**config.mk**
```make
export PLATFORM = sky130hd
export DESIGN_NAME = shift_add_multiplier
export DESIGN_NICKNAME = d
export VERILOG_FILES = /design/src/rtl/shift_add_multiplier_pkg.sv /design/src/rtl/shift_add_multiplier_adder.sv /design/src/rtl/shift_add_multiplier.sv
export SDC_FILE = /design/constraint.sdc
export NUM_CORES = 1
export LEC_CHECK = 0
export CORE_AREA = 5 5 116 118
export CTS_CLUSTER_SIZE = 20
export DETAILED_ROUTE_END_ITERATION = 7
export DIE_AREA = 0 0 121 123
export PLACE_DENSITY = 0.84
export SLEW_MARGIN = 30
export SYNTH_ARGS = -nofsm -noshare
export SYNTH_HDL_FRONTEND = slang
export SYNTH_SLANG_ARGS = --single-unit
```
**constraint.sdc**
```tcl
create_clock -name Clk -period 12.31 [get_ports Clk]
set_clock_uncertainty 0.15 [all_clocks]
set_input_delay 1.8465 -clock Clk [delete_from_list [all_inputs] [get_ports Clk]]
set_output_delay 1.8465 -clock Clk [all_outputs]
set_load 0.05 [all_outputs]
```
**src/rtl/shift_add_multiplier_pkg.sv**
```systemverilog
// Shared ALU package: multiplier state encoding and iteration count.
// Imported by the multiplier control and datapath.
package shift_add_multiplier_pkg;

  typedef enum logic [1:0] {
    IDLE = 2'd0,
    RUN  = 2'd1,
    DONE = 2'd2
  } mul_state_t;

  localparam int ITERS = 32;

endpackage

```
**src/rtl/shift_add_multiplier_adder.sv**
```systemverilog
// Adder32Bit: 32-bit ripple-carry adder used by the ALU datapath.
// Ports: A, B (32b addends) -> Sum (32b), Cout (carry out).
module Adder32Bit (
  input  logic [31:0] A,
  input  logic [31:0] B,
  output logic [31:0] Sum,
  output logic        Cout
);

  logic c;

  always_comb begin
    c   = 1'b0;
    Sum = '0;
    for (int i = 0; i < 32; i++) begin
      Sum[i] = A[i] ^ B[i] ^ c;
      c      = (A[i] & B[i]) | (c & (A[i] ^ B[i]));
    end
    Cout = c;
  end

endmodule

```
**src/rtl/shift_add_multiplier.sv**
```systemverilog
// Sequential 32x32 unsigned shift-add multiplier, one bit per clock.
// Ports: Clk, Rst_n, Start, A, B in; P (64b), Busy, Done out.
module shift_add_multiplier
  import shift_add_multiplier_pkg::*;
#(
  parameter int WIDTH = 32
) (
  input  logic               Clk,
  input  logic               Rst_n,
  input  logic               Start,
  input  logic [WIDTH-1:0]   A,
  input  logic [WIDTH-1:0]   B,
  output logic [2*WIDTH-1:0] P,
  output logic               Busy,
  output logic               Done
);

  mul_state_t state, state_n;

  logic [31:0] mcand;
  logic [31:0] hi;
  logic [31:0] lo;
  logic [4:0]  cnt;
  logic [31:0] sum;
  logic        cout;
  logic        accept;
  logic        last;

  Adder32Bit u_add (
    .A    (hi),
    .B    (mcand),
    .Sum  (sum),
    .Cout (cout)
  );

  assign accept = Start && (state != RUN);
  assign last   = (cnt == 5'(ITERS - 1));

  always_ff @(posedge Clk or negedge Rst_n) begin
    if (!Rst_n) state <= IDLE;
    else        state <= state_n;
  end

  always_comb begin
    state_n = state;
    unique case (state)
      IDLE:    if (accept) state_n = RUN;
      RUN:     if (last)   state_n = DONE;
      DONE:    state_n = accept ? RUN : IDLE;
      default: state_n = IDLE;
    endcase
  end

  // Carry-out is the 33rd bit of the partial sum and lands in hi[31].
  always_ff @(posedge Clk or negedge Rst_n) begin
    if (!Rst_n) begin
      mcand <= '0;
      hi    <= '0;
      lo    <= '0;
      cnt   <= '0;
    end else if (accept) begin
      mcand <= A;
      hi    <= '0;
      lo    <= B;
      cnt   <= '0;
    end else if (state == RUN) begin
      if (lo[0]) {hi, lo} <= {cout, sum, lo[31:1]};
      else       {hi, lo} <= {1'b0, hi, lo[31:1]};
      cnt <= cnt + 5'd1;
    end
  end

  assign P    = {hi, lo};
  assign Busy = (state == RUN);
  assign Done = (state == DONE);

endmodule

```
### Word-level counts from Yosys, hierarchy flattened

Cells that the tools add are included.
Widths: inputs -> output; s select.

* add/subtract/negate cells: 1
* equality and inequality tests: 6
* bitwise gates (word level): 157
* reduce and logical (&&, ||, !) cells: 4
* mux-type cells: 12

Operators with widths (count)
* $mux 32: 6
* $and 1x1->1: 63
* $xor 1x1->1: 63
* $or 1x1->1: 31
* $mux 5: 2
* $pmux 2 s3: 1
* $add 5x1->5 const B: 1
* $eq 5x5->1 const B: 1
* $mux 2: 2
* $ne 2x1->1 const B: 2
* $eq 2x1->1 const B: 1
* $eq 2x2->1 const B: 1
* $logic_not 2->1: 1
* $ne 2x2->1 const B: 1
* $reduce_and 2->1: 1
* $reduce_bool 2->1: 1
* $logic_and 1x1->1: 1
* $mux 1: 1

* output and inout port bits: 66
* register bits: 103
* input port bits: 67
* word-level logic and storage cells: 185

### Logic depth before layout (Yosys ltp)

* depth after elaboration: 66
* mapped depth: 37
* mapped depth without buffers: 37

### By module

Synthesis repeated with hierarchy kept, for this count alone.

* cell total of the unflattened synthesis: 425
* area total of the unflattened synthesis: 5271.3 um^2

By module, submodules not included
* shift_add_multiplier: times used 1, seq. area each 2577.5 um^2, cells each 383, area each 4600.7 um^2
* Adder32Bit: times used 1, seq. area each 0.0 um^2, cells each 42, area each 670.6 um^2

### Worst setup path before layout

OpenSTA, ideal clock, no wires.

* path type: register to register
* start point: reg hi[0]
* end point: reg hi[30]
* path slack: -842 ps
* library setup time: 126 ps
* arrival: 12877 ps
* path buffers: 0
* required time: 12034 ps
* cell stages (with the launch flop): 38
* period minus slack after synthesis: 13152 ps
* cell sequence: dfrtp_1 > ha_1 > fa_1 > fa_1 > fa_1 > fa_1 > fa_1 > fa_1 > fa_1 > fa_1 > fa_1 > fa_1 > fa_1 > fa_1 > fa_1 > fa_1 > fa_1 > fa_1 > [2 not listed] > fa_1 > fa_1 > fa_1 > fa_1 > fa_1 > fa_1 > fa_1 > fa_1 > fa_1 > fa_1 > fa_1 > inv_1 > fa_1 > inv_1 > fa_1 > mux2_2 > nand2_1 > o31ai_1

* cells in the longest elaborated chain, start to end: 65

RTL lines
* start, declared: RTL line shift_add_multiplier.sv:21 `logic [31:0] hi;`
* start signal, assigned: RTL line shift_add_multiplier.sv:67 `if (lo[0]) {hi, lo} <= {cout, sum, lo[31:1]};`
* start signal, assigned: RTL line shift_add_multiplier.sv:68 `else {hi, lo} <= {1'b0, hi, lo[31:1]};`
* $and 1x1->1 (2 in series): RTL line shift_add_multiplier_adder.sv:17 `c = (A[i] & B[i]) | (c & (A[i] ^ B[i]));`
* $or 1x1->1: RTL line shift_add_multiplier_adder.sv:17
* $and 1x1->1: RTL line shift_add_multiplier_adder.sv:17
* $or 1x1->1: RTL line shift_add_multiplier_adder.sv:17
* $and 1x1->1: RTL line shift_add_multiplier_adder.sv:17
* $or 1x1->1: RTL line shift_add_multiplier_adder.sv:17
* $and 1x1->1: RTL line shift_add_multiplier_adder.sv:17
* $or 1x1->1: RTL line shift_add_multiplier_adder.sv:17
* [48 not listed]
* $and 1x1->1: RTL line shift_add_multiplier_adder.sv:17
* $or 1x1->1: RTL line shift_add_multiplier_adder.sv:17
* $and 1x1->1: RTL line shift_add_multiplier_adder.sv:17
* $or 1x1->1: RTL line shift_add_multiplier_adder.sv:17
* $xor 1x1->1: RTL line shift_add_multiplier_adder.sv:16 `Sum[i] = A[i] ^ B[i] ^ c;`
* $mux 32: RTL line shift_add_multiplier.sv:67
* $mux 32: RTL line shift_add_multiplier.sv:66 `end else if (state == RUN) begin`
* $mux 32: RTL line shift_add_multiplier.sv:61 `end else if (accept) begin`

Every way passes these cells. The select of a mux whose other input is x is not followed.
A chain may end at the register's enable or synchronous reset.

### Worst setup path after layout

* start point: reg mcand[0]
* end point: reg hi[30]

* cells in the longest elaborated chain, start to end: 65

RTL lines
* start, declared: RTL line shift_add_multiplier.sv:20 `logic [31:0] mcand;`
* start signal, assigned: RTL line shift_add_multiplier.sv:57 `mcand <= '0;`
* start signal, assigned: RTL line shift_add_multiplier.sv:62 `mcand <= A;`
* $and 1x1->1 (2 in series): RTL line shift_add_multiplier_adder.sv:17
* $or 1x1->1: RTL line shift_add_multiplier_adder.sv:17
* $and 1x1->1: RTL line shift_add_multiplier_adder.sv:17
* $or 1x1->1: RTL line shift_add_multiplier_adder.sv:17
* $and 1x1->1: RTL line shift_add_multiplier_adder.sv:17
* $or 1x1->1: RTL line shift_add_multiplier_adder.sv:17
* $and 1x1->1: RTL line shift_add_multiplier_adder.sv:17
* $or 1x1->1: RTL line shift_add_multiplier_adder.sv:17
* [48 not listed]
* $and 1x1->1: RTL line shift_add_multiplier_adder.sv:17
* $or 1x1->1: RTL line shift_add_multiplier_adder.sv:17
* $and 1x1->1: RTL line shift_add_multiplier_adder.sv:17
* $or 1x1->1: RTL line shift_add_multiplier_adder.sv:17
* $xor 1x1->1: RTL line shift_add_multiplier_adder.sv:16
* $mux 32: RTL line shift_add_multiplier.sv:67
* $mux 32: RTL line shift_add_multiplier.sv:66
* $mux 32: RTL line shift_add_multiplier.sv:61

Every way passes these cells. The select of a mux whose other input is x is not followed.

==> results by group <==
Finish
  – Diodes inserted: 0
  – Fill count: 1019
  – Fraction of layout cells with a size suffix above 1: 18.4%
  – Non-Filler Instances: 715
  – Area delta synth->final: 31.4%
  – Net count, final: 639

Drt
  – Final WL: 11800 um
  – Initial DRC Count: 215
  – Antenna Nets Post-Route: 0
  – DRC: 0
  – WL per Instance: 16.6 um
  – Vias per std cell: 5.02
  – Pre-Repair DR Iteration Count: 4
  – Via count: 3587

Timing
  – Period utilisation layout: 98.4%
  – Final setup viols: 0
  – Post-layout min period: 12.11 ns
  – Max_slew headroom: 53.6%
  – Setup TNS: 0 ns
  – Achievable frequency: 82.6 MHz
  – Final Hold Viols: 0
  – RSZ-0062 raised after global routing: true
  – Worst-Margin Slew: 0.695 ns
  – Fin. max-slew vios: 0

Global routing
  – Met1 usage: 20.7%
  – Overall routing resource usage: 16.9%
  – Gr ovfl total: 0
  – First-pass GRT wire length: 19700 um
  – Largest net degree at the start of global routing: 75
  – M2 GR Usage: 27.2%
  – Vias in the first global route: 3851
  – Initial antenna violation count: 0
  – Met3 usage: 7.91%
  – Gr busiest metal: met2

Logic synthesis
  – Yosys cell types: 31
  – Netlist Area Pre-Place: 0.00543 mm^2
  – Mapped Cells: 419
  – Syn Area/Cell: 13.0 um^2
  – Synth Net Count: 520
  – Register bit total from synthesis: 103
  – Sequential area share after synthesis: 47.4%
  – YS warnings: 0

Setup path
  – R2r startpoint: mcand[0]
  – Most frequent CP cell: fa_2
  – Crit-path leading delay family: adder cells
  – CP peak stage delay: 0.42 ns
  – Max FO, Critical Path: 2
  – Required time worst endpoint: 12.37 ns
  – Crit path launch type: flop
  – Crit path launch: mcand[0]
  – Worst path bufs/invs: 2
  – CP arrival: 12.17 ns
  – Critical path endpoint category: flop
  – Critical path class: reg2reg
  – Slowest-stage cell, CP: fa_1

Pwr
  – P_leak: 3.14 nW
  – PD cells: 327 mW/mm^2
  – Total power draw: 2.34 mW
  – Max VDD drop: 170 uV

Clocking
  – Clock latency on the worst-skew pair: 0.35 ns
  – CTS H-tree lvls: 3
  – CTS tree: yes
  – Root Buffer: clkbuf_16
  – TritonCTS Buffers: 9
  – Clock transition at the registers of the reported paths: 0.07 ns
  – Clock tree buffer depth: 2
  – Clk sinks: 103
  – Hold Buf Count CTS: 0

Placed design
  – Dpl cells: 699
  – Hpwl dp: 8330 um
  – GPL Wtd Cong: 0.764
  – Buffers on Ports: 132

Die
  – Number of top-level pins: 133
  – # rows: 41
  – Die width: 121 um
  – Die area: 0.0149 mm^2
  – Die Y: 123 um
  – CORE AREA: 0.0124 mm^2
  – Initial Util: 43.9%

Run status
  – Status: finished, final reports clean

Worst hold path
  – Hold wc startpoint: lo[31]
  – Worst min path class: reg2reg

Run
  – Max_cap viols: 0
[cells by family after synthesis]
| logic type | count (synthesis) | share of synthesized area, % |
|---|---|---|
| buffers and inverters | 35 | 5.07 |
| XOR/XNOR | 2 | 0.322 |
| AO/OA/AOI/OAI | 72 | 8.75 |
| flip-flops | 103 | 47.4 |
| AND/OR/NAND/NOR | 79 | 6.15 |
| adder cells (fa/ha/maj) | 34 | 12.1 |
| multiplexers | 94 | 20.2 |
[timing repair]
item / 4_1_cts / 5_1_grt
setup endpoints to repair: 3 / 1
gates cloned: 0 / 0
setup buffers: 0 / 0
resized for setup: 8 / 4
[metrics by stage]
step	instance area (um^2)	utilization, %	hold slack [ns]	setup WS (ns)
final	7140	57.7	0.367	0.199
after global routing	7140	57.7	0.390	-0.0831
after CTS	7130	57.6	0.371	0.0379
after detailed placement	6810	55.1	0.350	-0.304
after global placement	6810	55.1	0.340	-0.102
after floorplan	5490	-	0.331	0.0278
[layer usage]
metal	vias up	part of all wire, %
li1	1684	-
met1	1785	43
met2	110	47
met3	8	9.0
met4	0	0.94
met5	-	0
[sequential cells by signal (all words and copies together), names as in the netlist]
| name | count |
|---|---|
| mcand | 32 |
| state | 2 |
| cnt | 5 |
| hi | 32 |
| lo | 32 |
[cell usage after synthesis, drive strengths merged]
cell type	instances	area [um^2]
and2	1	6.26
and3	1	6.26
a31o	29	254
a21oi	2	10.0
mux2i	61	611
nor2	29	109
fa	31	621
o22ai	1	6.26
o31ai	1	7.51
nand2	39	154
mux2	33	484
xor2	2	17.5
nor2b	2	12.5
ha	3	37.5
buf	28	249
clkbuf	1	3.75
dfrtp	103	2580
o21ai	38	190
nand3	5	25.0
a211oi	1	7.51
inv	6	22.5
nand3b	1	7.51
nand2b	1	13.8
[cell usage in the layout (no fill, tap or decap), drive strengths merged, types with 2 or more instances in the layout]
| cell | synthesis | final |
|---|---|---|
| mux2i | 61 | 61 |
| clkinvlp | 0 | 2 |
| buf | 28 | 7 |
| nand2 | 39 | 39 |
| xor2 | 2 | 2 |
| clkinv | 0 | 3 |
| ha | 3 | 3 |
| a31o | 29 | 29 |
| nand3 | 5 | 5 |
| clkbuf | 1 | 10 |
| o21ai | 38 | 38 |
| fa | 31 | 31 |
| clkdlybuf4s50 | 0 | 130 |
| dfrtp | 103 | 103 |
| nor2 | 29 | 29 |
| nor2b | 2 | 2 |
| mux2 | 33 | 33 |
| a21oi | 2 | 2 |
| inv | 6 | 6 |
[worst paths after layout]
| path | to | depth (start not counted) | slack, ns |
|---|---|---|---|
| max | hi[30] | 37 | 0.20 |
| min | lo[30] | 2 | 0.37 |
| max reg2reg | hi[30] | 37 | 0.20 |
| min reg2reg | lo[30] | 2 | 0.37 |
| max in group asynchronous | lo[0] | 2 | 9.69 |
| min in group asynchronous | mcand[11] | 1 | 1.30 |
[power by group]
part           total (mW)  internal, mW  switching [mW]
sequential          0.710         0.511           0.199
clock               0.289         0.162           0.127
combinational        1.34         0.601           0.737
total                2.34          1.27            1.06
[worst reg2reg max path, delay by kind of cell, from the launching register on]
| family | cells | cell delay (ns) |
|---|---|---|
| simple gates | 1 | 0.07 |
| mux | 1 | 0.27 |
| flops | 1 | 0.41 |
| compound gates | 1 | 0.07 |
| fa+ha+maj | 32 | 10.92 |
| buf+inv | 2 | 0.11 |
[final cells by class]
type	count	area, um^2	share of cell area [%]
Multi-Input combinational cell	281	2670	37.3
Sequential cell	103	2580	36.2
Inverter	6	22.5	0.315
Tap cell	172	215	3.01
Clock inverter	6	60.1	0.841
Timing Repair Buffer	137	1360	19.0
Clock buffer	10	239	3.35
(Power assumes the default switching activity.)
